File: src/rtl/md_div_unit.sv
// Iterative M-extension divider: DIV/DIVU/REM/REMU plus word forms.
// Optional MD_DIV_EARLY_OUT_EN skips the dividend's leading-zero iterations.
package md_div_pkg;
  typedef enum logic [3:0] {
    OP_MUL    = 4'd0,
    OP_MULH   = 4'd1,
    OP_MULHSU = 4'd2,
    OP_MULHU  = 4'd3,
    OP_DIV    = 4'd4,
    OP_DIVU   = 4'd5,
    OP_REM    = 4'd6,
    OP_REMU   = 4'd7
  } md_op_t;

  typedef enum logic [2:0] {
    DS_NONE          = 3'd0,
    DS_ZERO_DIVISOR  = 3'd1,
    DS_OVERFLOW      = 3'd2,
    DS_ZERO_DIVIDEND = 3'd3,
    DS_SHORT_DIV     = 3'd4
  } div_status_t;
endpackage

module md_div_unit
  import md_div_pkg::*;
#(
  parameter int XLEN           = 64,
  parameter int BITS_PER_CYCLE = 1
) (
  input  logic            clk,
  input  logic            resetn,
  input  logic            flush,
  input  logic            req_valid,
  output logic            req_ready,
  input  logic [3:0]      req_op,
  input  logic            req_word_op,
  input  logic [XLEN-1:0] req_op1,
  input  logic [XLEN-1:0] req_op2,
  output logic            resp_valid,
  input  logic            resp_ready,
  output logic [XLEN-1:0] resp_data,
  output logic [2:0]      resp_status
);

  localparam int K  = BITS_PER_CYCLE;
  localparam int LK = $clog2(K);
  localparam int CW = $clog2(XLEN) + 1;

  typedef enum logic [1:0] {
    S_IDLE, S_CALC, S_FIX, S_DONE
  } state_t;

  state_t          state_q;
  logic            req_ready_q;
  logic            resp_valid_q;
  logic [XLEN-1:0] resp_data_q;
  div_status_t     resp_status_q;
  logic [XLEN-1:0] a_q, r_q, dvs_q;
  logic [CW-1:0]   cnt_q;
  logic            negq_q, negr_q, rem_q, word_q;

  function automatic logic [XLEN-1:0] fit(
    input logic [XLEN-1:0] v,
    input logic            w
  );
    logic [XLEN-1:0] o;
    o = v;
    if (w)
      for (int i = 32; i < XLEN; i++) o[i] = v[31];
    return o;
  endfunction

  logic            legal, sgn, is_rem;
  logic            s1, s2, ovf, spec;
  logic [XLEN-1:0] x1, x2, m1, m2, al;
  logic [XLEN-1:0] minneg, ones, spec_res;
  div_status_t     spec_st;
  logic [CW-1:0]   wid, lz, iters, cnt_ld;

  always_comb begin
    legal = (req_op[3:2] == 2'b01);
    is_rem = req_op[1];
    sgn = ~req_op[0];
    x1 = req_op1;
    x2 = req_op2;
    if (req_word_op) begin
      x1 = XLEN'(req_op1[31:0]);
      x2 = XLEN'(req_op2[31:0]);
    end
    s1 = sgn & (req_word_op ? req_op1[31] : req_op1[XLEN-1]);
    s2 = sgn & (req_word_op ? req_op2[31] : req_op2[XLEN-1]);
    m1 = s1 ? ~x1 + 1'b1 : x1;
    m2 = s2 ? ~x2 + 1'b1 : x2;
    if (req_word_op) begin
      m1 = XLEN'(m1[31:0]);
      m2 = XLEN'(m2[31:0]);
    end
    minneg = req_word_op ? XLEN'(32'h8000_0000)
                         : {1'b1, {(XLEN-1){1'b0}}};
    ones = req_word_op ? XLEN'(32'hFFFF_FFFF) : '1;
    ovf = sgn & (x1 == minneg) & (x2 == ones);
    wid = req_word_op ? CW'(32) : CW'(XLEN);
    // Align the dividend MSB to the top of the shift register.
    al = req_word_op ? (m1 << (XLEN - 32)) : m1;
  end

  always_comb begin
    spec = 1'b1;
    spec_st = DS_NONE;
    spec_res = '0;
    if (!legal) begin
      spec_res = '0;
    end else if (x2 == '0) begin
      spec_st = DS_ZERO_DIVISOR;
      spec_res = is_rem ? x1 : '1;
    end else if (ovf) begin
      spec_st = DS_OVERFLOW;
      spec_res = is_rem ? '0 : x1;
    end else if (x1 == '0) begin
      spec_st = DS_ZERO_DIVIDEND;
    end else if (m2 > m1) begin
      spec_st = DS_SHORT_DIV;
      spec_res = is_rem ? x1 : '0;
    end else begin
      spec = 1'b0;
    end
  end

`ifdef MD_DIV_EARLY_OUT_EN
  always_comb begin
    lz = '0;
    for (int i = 0; i < XLEN; i++)
      if (al[i]) lz = CW'(XLEN - 1 - i);
    lz = lz & ~CW'(K - 1);
  end
`else
  assign lz = '0;
`endif

  assign iters  = (wid - lz) >> LK;
  assign cnt_ld = (iters == '0) ? '0 : iters - 1'b1;

  logic [XLEN-1:0] a_n, r_n;
  logic [XLEN:0]   t;

  always_comb begin
    a_n = a_q;
    r_n = r_q;
    t = '0;
    for (int k = 0; k < K; k++) begin
      t = {r_n, a_n[XLEN-1]};
      a_n = a_n << 1;
      if (t >= {1'b0, dvs_q}) begin
        r_n = XLEN'(t - {1'b0, dvs_q});
        a_n[0] = 1'b1;
      end else begin
        r_n = t[XLEN-1:0];
      end
    end
  end

  logic [XLEN-1:0] q_f, r_f, fix_res;

  always_comb begin
    q_f = word_q ? XLEN'(a_q[31:0]) : a_q;
    if (negq_q) q_f = ~q_f + 1'b1;
    r_f = negr_q ? ~r_q + 1'b1 : r_q;
    fix_res = fit(rem_q ? r_f : q_f, word_q);
  end

  always_ff @(posedge clk or negedge resetn) begin
    if (!resetn) begin
      state_q       <= S_IDLE;
      req_ready_q   <= 1'b1;
      resp_valid_q  <= 1'b0;
      resp_data_q   <= '0;
      resp_status_q <= DS_NONE;
      a_q           <= '0;
      r_q           <= '0;
      dvs_q         <= '0;
      cnt_q         <= '0;
      negq_q        <= 1'b0;
      negr_q        <= 1'b0;
      rem_q         <= 1'b0;
      word_q        <= 1'b0;
    end else if (flush) begin
      state_q      <= S_IDLE;
      req_ready_q  <= 1'b1;
      resp_valid_q <= 1'b0;
    end else begin
      unique case (state_q)
        S_IDLE: if (req_valid) begin
          req_ready_q <= 1'b0;
          rem_q       <= is_rem;
          word_q      <= req_word_op;
          negq_q      <= s1 ^ s2;
          negr_q      <= s1;
          if (spec) begin
            state_q       <= S_DONE;
            resp_valid_q  <= 1'b1;
            resp_data_q   <= fit(spec_res, req_word_op);
            resp_status_q <= spec_st;
          end else begin
            state_q <= S_CALC;
            a_q     <= al << lz;
            r_q     <= '0;
            dvs_q   <= m2;
            cnt_q   <= cnt_ld;
          end
        end
        S_CALC: begin
          a_q <= a_n;
          r_q <= r_n;
          if (cnt_q == '0) state_q <= S_FIX;
          else cnt_q <= cnt_q - 1'b1;
        end
        S_FIX: begin
          state_q       <= S_DONE;
          resp_valid_q  <= 1'b1;
          resp_data_q   <= fix_res;
          resp_status_q <= DS_NONE;
        end
        S_DONE: if (resp_ready) begin
          state_q      <= S_IDLE;
          resp_valid_q <= 1'b0;
          req_ready_q  <= 1'b1;
        end
        default: state_q <= S_IDLE;
      endcase
    end
  end

  assign req_ready   = req_ready_q;
  assign resp_valid  = resp_valid_q;
  assign resp_data   = resp_data_q;
  assign resp_status = resp_status_q;

endmodule

File: config.mk
export PLATFORM = sky130hd
export DESIGN_NAME = md_div_unit
export DESIGN_NICKNAME = d
export VERILOG_FILES = /design/src/rtl/md_div_unit.sv
export SDC_FILE = /design/constraint.sdc
export NUM_CORES = 1
export LEC_CHECK = 0
export CORE_MARGIN = 10
export CORE_UTILIZATION = 54
export CTS_CLUSTER_SIZE = 28
export DETAILED_ROUTE_END_ITERATION = 10
export PLACE_DENSITY = 0.87
export SYNTH_ARGS = -nofsm -noshare
export SYNTH_HDL_FRONTEND = slang
export SYNTH_SLANG_ARGS = --single-unit
File: constraint.sdc
create_clock -name clk -period 3.8 [get_ports clk]
set_clock_uncertainty 0.1 [all_clocks]
set_input_delay 0.76 -clock clk [delete_from_list [all_inputs] [get_ports clk]]
set_output_delay 0.76 -clock clk [all_outputs]
set_load 0.01 [all_outputs]
==> reports/metrics.csv, run 1 <==
metric,value,unit
Mapped Cells,3256,
Synth cell types,75,
"EDFF count, synth",0,
Mapped Nets,3534,
GR Util All Layers,0.662,
PortBufs,206,
Die H,234,um
Stop stage,global routing,
largest net degree at the start of global routing,83,
detailed placement HPWL,83100,um
Yosys reg bits,274,
num rows,78,
CTS H-tree lvls,1,
num ports,207,
post-synthesis sequential area ratio,0.277,
Starting Density,0.546,
CTS root buf,clkbuf_16,
RePlAce Congestion,1.10,
Longest Clk Path Bufs,3,
Post-Syn Area per Cell,7.62,sq um
Overflow after GRT,20,
status,aborted with a tool error,
Async SR Flop Fraction,1.00,
cts hold-fix bufs,0,
Worst endpoint type,register data pin,
Synth Warn #,0,
clock sinks,274,
Halt Reason,[ERROR GRT-0232] Routing congestion too high. Check the congestion heatmap in the GUI.,
Mapped Area,0.0248,sq mm
Num CTS Buffers,31,
GRT repair_timing worst endpoint,resp_data[2]$_DFFE_PN0P_/D,
Synth Flop Type,dfrtp_1,
Die Wd,234,um
==> layer usage <==
metal  global-route usage  GRT overflow
met4                0.608             4
met1                0.641             0
met3                0.601             6
met2                0.788            10
met5                0.365             0
==> what timing repair did <==
action                     in CTS
resized for setup             269
cloned                         30
setup endpoints to repair     268
buffers inserted               48
pin swaps                      73
==> cells in the mapped netlist (27+ instances only) <==
cell | count | area, sq um
a211oi_1 | 36 | 270
a21o_1 | 34 | 255
a21oi_1 | 310 | 1550
a221oi_1 | 58 | 508
a31oi_1 | 67 | 419
clkbuf_1 | 205 | 769
dfrtp_1 | 273 | 6830
ha_1 | 139 | 1740
inv_1 | 119 | 447
mux2i_1 | 50 | 500
nand2_1 | 318 | 1190
nand3_1 | 41 | 205
nand4_1 | 50 | 313
nor2_1 | 410 | 1540
nor3_1 | 54 | 270
nor4_1 | 35 | 219
o211ai_1 | 76 | 571
o21ai_0 | 229 | 1150
o31ai_1 | 109 | 818
o41ai_1 | 30 | 263
or2_2 | 27 | 169
or3_1 | 35 | 219
xnor2_1 | 181 | 1590
xor2_1 | 124 | 1090
==> cells by family after synthesis <==
group                    synth area share
AO/OA/AOI/OAI                       0.265
XOR/XNOR                            0.108
adder cells (fa/ha/maj)            0.0709
buffers and inverters              0.0516
flip-flops                          0.277
multiplexers                       0.0229
AND/OR/NAND/NOR                     0.205
==> through the flow <==
stage | hold slack [ns] | worst slack (ns) | utilization | instances | instance area (sq um)
4_1_cts | 0.0854 | -1.82 | 0.787 | 4654 | 35700
3_3_place_gp | 0.362 | -2.75 | 0.718 | 4520 | 32600
3_5_place_dp | 0.372 | -2.91 | 0.718 | 4520 | 32600
2_1_floorplan | 0.347 | -1.73 | - | 3256 | 25400
==> inputs of run 2 (changes only) <==
--- a/config.mk
+++ b/config.mk
@@ -6,10 +6,9 @@
 export NUM_CORES = 1
 export LEC_CHECK = 0
 export CORE_MARGIN = 10
-export CORE_UTILIZATION = 54
-export CTS_CLUSTER_SIZE = 28
+export CORE_UTILIZATION = 40
 export DETAILED_ROUTE_END_ITERATION = 10
-export PLACE_DENSITY = 0.87
+export PLACE_DENSITY_LB_ADDON = 0.15
 export SYNTH_ARGS = -nofsm -noshare
 export SYNTH_HDL_FRONTEND = slang
 export SYNTH_SLANG_ARGS = --single-unit
==> constraint.sdc (replaced) <==
create_clock -name clk -period 4.9 [get_ports clk]
set_clock_uncertainty 0.1 [all_clocks]
set_input_delay 0.98 -clock clk [delete_from_list [all_inputs] [get_ports clk]]
set_output_delay 0.98 -clock clk [all_outputs]
set_load 0.01 [all_outputs]
==> run 2 against run 1 <==
Effect of this change: the flow now finishes, with violations (negative setup slack); synthesized cell count did not move; synthesized area did not move.
==> reports/metrics.csv, run 2 <==
metric,value,unit
mux cell area share after synthesis,0.0229,
"Cell Area, Placed",0.0318,sq mm
clock sinks,274,
RePlAce Congestion,1.04,
violated checks,negative setup slack,
max-cap violation count,0,
Overflow after GRT,0,
Die H,269,um
worst slew pin tran,1.10,ns
Longest Clk Path Bufs,3,
XOR/XNOR share of the synthesized area,0.108,
first-pass GRT wire length,183000,um
vias per cell,6.23,
RSZ-0062 raised after global routing,yes,
most frequent cell after synthesis,nor2_1,
PortBufs,206,
Yosys reg bits,274,
num ports,207,
detailed-route via count,30300,
Post-Syn Area per Cell,7.62,sq um
die area,0.0724,sq mm
"EDFF count, synth",0,
"most common cell after layout, fill and taps aside",buf_4,
cts hold-fix bufs,0,
Mapped Cells,3256,
Place WS,-2.25,ns
Worst EP arrival,6.47,ns
compound-gate portion of the synthesized area,0.265,
P per Cell Area,447,mW/mm^2
post-synthesis sequential area ratio,0.277,
num rows,91,
Total Wirelength,133000,um
final setup fails,268,
Setup WS post-layout,-1.20,ns
Mapped Area,0.0248,sq mm
drt drc,0,
Final Hold Slack,0.335,ns
CP endpoint kind,flip-flop,
top cell type's share of synthesized area,0.275,
layout cells sized above 1,0.323,
Die Wd,269,um
vias in the first global route,28200,
post-layout min period,6.10,ns
Synth Flop Type,dfrtp_1,
clk_lat worst skew,0.57,ns
Simple-Gate Fraction of Synth Area,0.205,
Mapped Nets,3534,
Synth area leader,dfrtp_1,
Crit Path Class,input pin to flip-flop,
Synth Warn #,0,
worst vdd ir,0.000259,V
max frequency,164,MHz
dominant combinational cell family by area after synthesis,compound AO/OA/AOI/OAI gates,
worst min path class,input pin to asynchronous set/reset pin,
Core ar.,0.0616,sq mm
initial antenna violation count,0,
clk slew on worst S/H paths,0.06,ns
Synth cell types,75,
CTS root buf,clkbuf_16,
Async SR Flop Fraction,1.00,
WL per Instance,27.3,um
final hold vios,0,
R2R depth,12,
initial DRC count,3890,
Worst Path Required,5.27,ns
top post-synthesis cells by count,"410 x nor2_1, 318 x nand2_1, 310 x a21oi_1",
"top cells by area, synth","dfrtp_1 28%, ha_1 7.0%, xnor2_1 6.4%, a21oi_1 6.3%, nor2_1 6.2%",
fraction of the mapped netlist area in adder cells,0.0709,
Pins Over Slew Limit,0,
DRT antenna net count,0,
largest net degree at the start of global routing,91,
NumNets Final,4278,
P_leak,0.0162,uW
GR Util All Layers,0.337,
critical path peak fanout,8,
status,finished with violations,
most frequent cells in the layout,"564 x buf_4, 312 x nor2_1, 271 x dfrtp_1",
post-route cell area,0.0385,sq mm
Pre-antenna DRT Iters,8,
CTS tree,built,
detailed placement HPWL,94000,um
critical path startpoint category,input pin,
Slew HR,0.265,
Area Growth Syn to Fin,55.2,%
Final period util,1.24,
Starting Density,0.403,
Num CTS Buffers,38,
CTS H-tree lvls,2,
## run 2: cell counts after synthesis
No cell type changed its count.
## run 2: repair_timing
| action | 4_1_cts | 5_1_grt |
|---|---|---|
| gates resized for setup | 401 | 489 |
| gates cloned | 34 | 40 |
| buffers inserted | 73 | 43 |
| pin swaps | 81 | 166 |
| setup endpoints to repair | 268 | 268 |
## run 2: worst paths after layout
| kind | start | slack, ns | to |
|---|---|---|---|
| max | req_op1[28] | -1.20 | resp_data[58] |
| min | resetn | 0.33 | r_q[58] |
| max reg2reg | r_q[9] | 0.22 | resp_data[35] |
| min reg2reg | dvs_q[36] | 0.38 | dvs_q[36] |
| max in group asynchronous | resetn | 3.27 | resp_data[38] |
| min in group clk | dvs_q[36] | 0.38 | dvs_q[36] |
## run 2: worst max-delay path, stage by stage
cell and delay (ns):
dlygate4sd2_1 0.31, or3_4 0.39, buf_4 0.15, nor3_1 0.47, nand2_4 0.15, or3_4 0.46, o31ai_4 0.27, xnor2_2 0.18
nand2_2 0.10, ha_4 0.29, and4_4 0.20, nor4bb_4 0.38, buf_4 0.20, o311ai_4 0.09, o211ai_1 0.16, o31ai_4 0.11
buf_4 0.14, nand2_2 0.05, nand4_1 0.12, a31oi_2 0.25, buf_4 0.14, and2_4 0.26, clkbuf_16 0.20, o21ai_0 0.11
a221oi_2 0.28
## run 2: cells by family (layout without fill, tap and decap cells)
kind of cell             Yosys count  in the layout
flip-flops                       274            274
buffers and inverters            341           1108
AND/OR/NAND/NOR                 1100           1100
other                              0              1
XOR/XNOR                         305            305
adder cells (fa/ha/maj)          140            140
AO/OA/AOI/OAI                   1040           1041
multiplexers                      56             56
## run 2: stage by stage
step / total power (uW) / setup TNS (ns) / cells / util
floorplan: 8680 / -195.84 / 3256 / -
global placement: 11900 / -508.65 / 4631 / 0.517
detailed placement: 12100 / -532.32 / 4631 / 0.517
CTS: 15900 / -226.88 / 4800 / 0.581
global route: 18000 / -287.99 / 4861 / 0.625
finish: 17200 / -251.15 / 4862 / 0.625
## run 2: layout make-up
type	count	area, sq um
fill	5304	23100
multi-input combinational	2642	19600
timing repair buffer	923	9220
sequential	274	6860
clock buffer	53	1110
tap	837	1050
inverter	121	454
clock inverter	11	184
antenna	1	2.50
## run 2: where the power goes
group	internal (uW)	switching, uW	leakage, uW
Sequential	3100	1070	0.00335
Clock	1830	1150	0.000640
Combinational	4240	5820	0.0123
Total	9170	8050	0.0162
## run 2: routing by layer
metal | GRT usage | vias up | part of all wire
li1 | - | 13300 | -
met1 | 0.444 | 14700 | 0.40
met2 | 0.510 | 1869 | 0.43
met3 | 0.0569 | 357 | 0.10
met4 | 0.200 | 0 | 0.068
met5 | 0 | - | 0
Note: power is estimated with default switching activity, not from simulation.
